File: src/rtl/pio_pkg.sv
// Shared register map, STATUS bit positions and timer state encoding for the
// pulse-output peripheral.
package pio_pkg;

  localparam logic [2:0] ADDR_DATA   = 3'd0;
  localparam logic [2:0] ADDR_SET    = 3'd1;
  localparam logic [2:0] ADDR_CLEAR  = 3'd2;
  localparam logic [2:0] ADDR_PLEN   = 3'd3;
  localparam logic [2:0] ADDR_PULSE  = 3'd4;
  localparam logic [2:0] ADDR_STATUS = 3'd5;

  localparam int STAT_DONE_BIT  = 0;
  localparam int STAT_IRQEN_BIT = 1;

  typedef enum logic {
    TMR_IDLE   = 1'b0,
    TMR_ACTIVE = 1'b1
  } tmr_state_e;

endpackage

File: src/rtl/pio_pulse_timer.sv
// One-shot pulse timer: loads a length on start and counts it down, flagging
// the final cycle with done_pulse.
module pio_pulse_timer
  import pio_pkg::*;
#(
  parameter int CNT_W = 16
) (
  input  logic             clk,
  input  logic             reset_n,
  input  logic             start,
  input  logic [CNT_W-1:0] len,
  output logic             busy,
  output logic             done_pulse
);

  tmr_state_e       state_q, state_d;
  logic [CNT_W-1:0] count_q, count_d;

  always_ff @(posedge clk) begin
    if (!reset_n) begin
      state_q <= TMR_IDLE;
      count_q <= '0;
    end else begin
      state_q <= state_d;
      count_q <= count_d;
    end
  end

  // Starts are only honoured in IDLE, so a start in the expiry cycle is dropped.
  always_comb begin
    state_d    = state_q;
    count_d    = count_q;
    done_pulse = 1'b0;
    case (state_q)
      TMR_IDLE: begin
        if (start && (len != '0)) begin
          state_d = TMR_ACTIVE;
          count_d = len;
        end
      end
      TMR_ACTIVE: begin
        if (count_q == CNT_W'(1)) begin
          state_d    = TMR_IDLE;
          count_d    = '0;
          done_pulse = 1'b1;
        end else begin
          count_d = count_q - CNT_W'(1);
        end
      end
      default: begin
        state_d = TMR_IDLE;
        count_d = '0;
      end
    endcase
  end

  assign busy = (state_q == TMR_ACTIVE);

endmodule

File: src/rtl/pio_pulse_out.sv
// Memory-mapped parallel output port with a timed inversion pulse on a
// selectable channel mask and a pulse-done interrupt.
module pio_pulse_out
  import pio_pkg::*;
#(
  parameter int               WIDTH     = 8,
  parameter int               CNT_W     = 16,
  parameter logic [WIDTH-1:0] RESET_VAL = '0
) (
  input  logic             clk,
  input  logic             reset_n,
  input  logic [2:0]       address,
  input  logic             chipselect,
  input  logic             write_n,
  input  logic [31:0]      writedata,
  output logic [31:0]      readdata,
  output logic [WIDTH-1:0] out_port,
  output logic             irq
);

  // With 32 channels there is no spare bit above the mask, so busy takes bit 31.
  localparam int BUSY_BIT = (WIDTH < 32) ? WIDTH : 31;

  logic [WIDTH-1:0] data_q, data_d;
  logic [WIDTH-1:0] mask_q, mask_d;
  logic [CNT_W-1:0] plen_q, plen_d;
  logic             done_q, done_d;
  logic             irq_en_q, irq_en_d;
  logic             irq_q, irq_d;

  logic             wr;
  logic [WIDTH-1:0] wr_bits;
  logic [CNT_W-1:0] wr_len;
  logic             start;
  logic             busy;
  logic             done_pulse;
  logic             unused_wdata;

  assign wr           = chipselect & ~write_n;
  assign wr_bits      = writedata[WIDTH-1:0];
  assign wr_len       = writedata[CNT_W-1:0];
  assign unused_wdata = ^writedata;

  assign start = wr && (address == ADDR_PULSE) && !busy &&
                 (wr_bits != '0) && (plen_q != '0);

  pio_pulse_timer #(
    .CNT_W (CNT_W)
  ) u_timer (
    .clk        (clk),
    .reset_n    (reset_n),
    .start      (start),
    .len        (plen_q),
    .busy       (busy),
    .done_pulse (done_pulse)
  );

  always_comb begin
    data_d   = data_q;
    plen_d   = plen_q;
    mask_d   = mask_q;
    done_d   = done_q;
    irq_en_d = irq_en_q;
    if (wr) begin
      case (address)
        ADDR_DATA:   data_d = wr_bits;
        ADDR_SET:    data_d = data_q | wr_bits;
        ADDR_CLEAR:  data_d = data_q & ~wr_bits;
        ADDR_PLEN:   plen_d = wr_len;
        ADDR_STATUS: begin
          if (writedata[STAT_DONE_BIT]) done_d = 1'b0;
          irq_en_d = writedata[STAT_IRQEN_BIT];
        end
        default: ;
      endcase
    end
    if (start) begin
      mask_d = wr_bits;
    end else if (done_pulse) begin
      mask_d = '0;
    end
    // Expiry overrides a coincident done-clear.
    if (done_pulse) done_d = 1'b1;
    irq_d = done_d & irq_en_d;
  end

  always_ff @(posedge clk) begin
    if (!reset_n) begin
      data_q   <= RESET_VAL;
      plen_q   <= '0;
      mask_q   <= '0;
      done_q   <= 1'b0;
      irq_en_q <= 1'b0;
      irq_q    <= 1'b0;
    end else begin
      data_q   <= data_d;
      plen_q   <= plen_d;
      mask_q   <= mask_d;
      done_q   <= done_d;
      irq_en_q <= irq_en_d;
      irq_q    <= irq_d;
    end
  end

  assign out_port = data_q ^ (busy ? mask_q : '0);
  assign irq      = irq_q;

  always_comb begin
    readdata = '0;
    case (address)
      ADDR_DATA:   readdata[WIDTH-1:0] = data_q;
      ADDR_PLEN:   readdata[CNT_W-1:0] = plen_q;
      ADDR_PULSE: begin
        readdata[WIDTH-1:0] = mask_q;
        readdata[BUSY_BIT]  = busy;
      end
      ADDR_STATUS: begin
        readdata[STAT_DONE_BIT]  = done_q;
        readdata[STAT_IRQEN_BIT] = irq_en_q;
      end
      default: ;
    endcase
  end

endmodule

File: config.mk
export PLATFORM = sky130hd
export DESIGN_NAME = pio_pulse_out
export DESIGN_NICKNAME = d
export VERILOG_FILES = /design/src/rtl/pio_pkg.sv /design/src/rtl/pio_pulse_timer.sv /design/src/rtl/pio_pulse_out.sv
export SDC_FILE = /design/constraint.sdc
export NUM_CORES = 1
export LEC_CHECK = 0
export ABC_AREA = 1
export BUFFER_PORTS_ARGS = -buffer_cell sky130_fd_sc_hd__buf_2
export CAP_MARGIN = 20
export CORE_MARGIN = 3
export CORE_UTILIZATION = 40
export CTS_CLUSTER_DIAMETER = 60
export DETAILED_ROUTE_END_ITERATION = 6
export HOLD_SLACK_MARGIN = 0.06
export PLACE_DENSITY = 0.72
export SYNTH_ARGS = -nofsm -noshare
export SYNTH_HDL_FRONTEND = slang
export SYNTH_SLANG_ARGS = --single-unit
File: constraint.sdc
create_clock -name clk -period 1.6 [get_ports clk]
set_input_delay 0.48 -clock clk [delete_from_list [all_inputs] [get_ports clk]]
set_output_delay 0.48 -clock clk [all_outputs]
set_load 0.03 [all_outputs]
==> metrics.txt <==
# TYPE chip_impl_metric gauge
chip_impl_metric{name="sequential_cell_area",unit="sq um"} 1050
chip_impl_metric{name="cp_data_required_time",unit="ps"} 1120
chip_impl_metric{name="layout.filler_cells",unit=""} 605
chip_impl_info{name="grt_setup_unrepaired",value="yes"} 1
chip_impl_metric{name="via_per_inst",unit=""} 5.25
chip_impl_metric{name="route.layer.met1.wl",unit="mm"} 4.23
chip_impl_metric{name="comb_power_share",unit=""} 0.250
chip_impl_metric{name="post-place-ws",unit="ps"} -331
chip_impl_metric{name="placed_cells",unit=""} 668
chip_impl_metric{name="die-area",unit="sq um"} 8880
chip_impl_metric{name="largest_net_degree_at_the_start_of_global_routing",unit=""} 33
chip_impl_metric{name="post_synth_and_or_nand_nor_area_fraction",unit=""} 0.366
chip_impl_info{name="synth_top_family_by_area",value="simple AND/OR/NAND/NOR gates"} 1
chip_impl_metric{name="placement_rows",unit=""} 31
chip_impl_metric{name="ys_async_sr_fraction",unit=""} 0
chip_impl_metric{name="hold_ws",unit="ps"} 430
chip_impl_metric{name="grt_first_pass_wirelength",unit="mm"} 15.3
chip_impl_metric{name="htree_num_levels",unit=""} 2
chip_impl_metric{name="area_grow_syn2layout",unit="%"} 47.8
chip_impl_metric{name="finalNonFillerCells",unit=""} 686
chip_impl_metric{name="internal-power",unit="mW"} 1.88
chip_impl_metric{name="yosysWarningCount",unit=""} 0
chip_impl_info{name="setup.worst_path.start_class",value="primary input"} 1
chip_impl_metric{name="cp_slowest_stage_delay",unit="ps"} 190
chip_impl_metric{name="place_congestion",unit=""} 0.889
chip_impl_info{name="hold_path_class",value="primary input to register"} 1
chip_impl_metric{name="timing.final.crit_share",unit=""} 1.12
chip_impl_info{name="run_status",value="finished with violations"} 1
chip_impl_metric{name="layout_setup_ws",unit="ps"} -189
chip_impl_metric{name="die_y",unit="microns"} 94.2
chip_impl_metric{name="portBuffers",unit=""} 47
chip_impl_info{name="crit_type",value="primary input to output port"} 1
chip_impl_metric{name="ios",unit=""} 80
chip_impl_metric{name="synth_enable_flop_cells",unit=""} 0
chip_impl_metric{name="drt-pass1-iter-count",unit=""} 5
chip_impl_metric{name="antenna_cells_inserted",unit=""} 0
chip_impl_metric{name="peakVddDrop",unit="uV"} 495
chip_impl_info{name="synth_ff_type",value="sky130_fd_sc_hd__dfxtp_1"} 1
chip_impl_metric{name="wirelength",unit="mm"} 10.4
chip_impl_metric{name="sequentialPowerShare",unit=""} 0.487
chip_impl_info{name="ctsRootBufferMaster",value="sky130_fd_sc_hd__clkbuf_8"} 1
chip_impl_metric{name="clkTransAtPathRegs",unit="ps"} 90
chip_impl_metric{name="vias",unit=""} 3602
chip_impl_metric{name="placeableCoreArea",unit="sq um"} 7410
chip_impl_info{name="crit_end_category",value="output port"} 1
chip_impl_metric{name="critical_path_arrival",unit="ps"} 1310
chip_impl_metric{name="synth_compound_gate_area_share",unit=""} 0.136
chip_impl_metric{name="critPathMaxFanout",unit=""} 9
chip_impl_metric{name="antenna_violations_before_repair",unit=""} 0
chip_impl_metric{name="finalMaxSlewViolations",unit=""} 0
chip_impl_metric{name="worst_slew_pin_slew",unit="ps"} 561
chip_impl_metric{name="postSynthCellCount",unit=""} 495
chip_impl_metric{name="clk-insertion-delay-late",unit="ps"} 310
chip_impl_metric{name="global_route.usage.total",unit=""} 0.215
chip_impl_metric{name="synth_xor_xnor_area_share",unit=""} 0.0366
chip_impl_metric{name="pwr-share-clk",unit=""} 0.263
chip_impl_metric{name="final-setup-viol-count",unit=""} 42
chip_impl_info{name="failed_checks",value="negative setup slack"} 1
chip_impl_metric{name="timing.clock.skew",unit="ps"} 6.01
chip_impl_metric{name="sequential_share_of_the_synthesized_area",unit=""} 0.334
chip_impl_metric{name="die_w",unit="microns"} 94.2
chip_impl_metric{name="globalRoute.totalOverflow",unit=""} 0
chip_impl_metric{name="fmax",unit="MHz"} 559
chip_impl_metric{name="place_hpwl",unit="mm"} 6.63
chip_impl_metric{name="wl_per_cell",unit="microns"} 15.2
chip_impl_metric{name="tritoncts.num_buffers",unit=""} 5
chip_impl_metric{name="power.leakage",unit="nW"} 2.14
chip_impl_metric{name="yosys.cell_types.count",unit=""} 31
chip_impl_info{name="worst_path_most_repeated_cell",value="sky130_fd_sc_hd__buf_4"} 1
chip_impl_metric{name="syn_avg_cell_area",unit="sq um"} 6.29
chip_impl_metric{name="routed-wl-met3",unit="microns"} 645
chip_impl_metric{name="p_switching",unit="uW"} 903
chip_impl_metric{name="detailroute.wirelength.met2",unit="mm"} 5.24
chip_impl_metric{name="maxcap_violations",unit=""} 0
chip_impl_metric{name="cts.path.max_buffers",unit=""} 2
chip_impl_metric{name="final_layout_size_suffix_gt1_frac",unit=""} 0.356
chip_impl_metric{name="final.min_clock_period",unit="ps"} 1790
chip_impl_metric{name="synth_mux_area_frac",unit=""} 0
chip_impl_metric{name="vias_in_the_first_global_route",unit=""} 3250
chip_impl_metric{name="sw_frac_of_total",unit=""} 0.324
chip_impl_metric{name="synthesis.area",unit="sq um"} 3110
chip_impl_info{name="crit_chain",value="buf_12, buf_4, nand3_4, inv_4, nand2_1, o211ai_1, buf_4"} 1
chip_impl_metric{name="drc_viols",unit=""} 0
chip_impl_metric{name="pwr_density_cell",unit="nW/um^2"} 605
chip_impl_metric{name="slew_headroom",unit=""} 0.625
chip_impl_metric{name="synth-adder-area-share",unit=""} 0.00804
chip_impl_metric{name="nNetsFinal",unit=""} 628
chip_impl_metric{name="layout.core_utilization",unit=""} 0.621
chip_impl_metric{name="synth.ff_latch_count",unit=""} 52
chip_impl_info{name="cts_tree",value="done"} 1
chip_impl_metric{name="final-hold-violation-count",unit=""} 0
chip_impl_metric{name="initial_utilization",unit=""} 0.420
chip_impl_metric{name="first_iter_violations",unit=""} 399
chip_impl_metric{name="ff2ff_setup_slack",unit="ps"} -70
chip_impl_metric{name="drtAntennaViolNets",unit=""} 0
chip_impl_metric{name="clock_sink_count",unit=""} 52
chip_impl_info{name="highest_layer",value="met4"} 1
chip_impl_info{name="timing.critical_path.slowest_stage_cell",value="sky130_fd_sc_hd__buf_4"} 1
chip_impl_metric{name="multi_input_comb_area",unit="sq um"} 2260
==> critical path: cells and delay by family <==
| family | cells | cell delay (ps) |
|---|---|---|
| buf+inv | 4 | 530 |
| simple gates | 2 | 180 |
| compound gates | 1 | 100 |
==> path summary, 6_finish.rpt <==
check / start / to / cells after the start
worst max-delay path: address[0] / readdata[4] / 7
worst min-delay path: writedata[8] / plen_q[8]$_SDFFE_PN0P_ / 3
worst max register to register: u_timer.busy$_SDFF_PN0_ / u_timer.count_q[7]$_SDFFE_PN0P_ / 9
worst min register to register: data_q[7]$_SDFFE_PN0P_ / data_q[7]$_SDFFE_PN0P_ / 2
==> state kept, by name (all words and copies together), names as in the netlist <==
register and count:
u_timer.count_q 16, u_timer.busy 1, data_q 8, plen_q 16, irq_en_q 1, done_q 1, mask_q 8, irq 1
==> what timing repair did <==
item | 4_1_cts | 5_1_grt
cloned | 0 | 5
resized for setup | 77 | 114
setup endpoints to repair | 24 | 51
pin swaps | 10 | 43
hold buffers | 0 | 0
buffers inserted | 2 | 4
==> synthesized netlist by cell type, drive strengths merged (4+ instances only) <==
cell type	n	area (sq um)
a21oi	31	155
buf	25	181
clkbuf	5	18.8
dfxtp	52	1040
inv	43	161
nand2	136	541
nand3	32	170
nor2	100	412
o211ai	4	30.0
o21ai	43	215
xnor2	7	61.3
xor2	6	52.6
==> cell families (layout without fill, tap and decap cells) <==
| kind of cell | Yosys count | after routing |
|---|---|---|
| AOI/OAI and AO/OA | 81 | 81 |
| xor gates and xnor gates | 13 | 13 |
| adders and majority gates | 2 | 2 |
| buffers and inverters | 75 | 149 |
| DFF | 52 | 52 |
| other | 1 | 16 |
| and+or+nand+nor | 271 | 274 |
==> through the flow <==
step                total power, mW  TNS [ps]  area, sq um
global route                   2.89     -5270         4600
global placement               1.94    -10970         3780
detailed placement             1.95    -13030         3780
finish                         2.78     -3450         4600
CTS                            2.68     -1870         4130
floorplan                      1.79      -683         3310
==> final cells by class <==
class                   count  area share
inverters                  45      0.0495
clock buffers               6      0.0158
clock inverters             1     0.00109
well taps                  99      0.0269
flip-flops and latches     52       0.227
repair buffers             97       0.188
multi-input cells         386       0.491
==> cell usage in the layout, fill, tap and decap left out, drive strengths merged <==
cell,netlist,routed
xor2,6,6
o211ai,4,4
o21bai,1,1
a21oi,31,31
nand4,1,1
ha,2,2
o21ai,43,43
nor3,2,2
clkinv,2,3
a31oi,1,1
nor2,100,101
dfxtp,52,52
inv,43,42
o2111ai,1,1
xnor2,7,7
clkinvlp,0,1
conb,1,16
nand2,136,138
buf,25,97
nand3,32,32
clkbuf,5,6
==> power groups by stage <==
stage                     combinational [mW]  sequential [mW]  clock [mW]
after CTS                              0.605             1.35       0.729
after detailed placement               0.572             1.38           0
after global routing                   0.755             1.36       0.779
after floorplan                        0.419             1.37           0
final                                  0.696             1.35       0.732
after global placement                 0.556             1.38           0
==> layer usage <==
metal | track usage | vias to the layer above
met1 | 0.266 | 1672
met4 | 0.0698 | 0
met5 | 0 | -
met2 | 0.377 | 176
li1 | - | 1720
met3 | 0.0353 | 34
No activity file was read; power rests on OpenSTA's default activity.
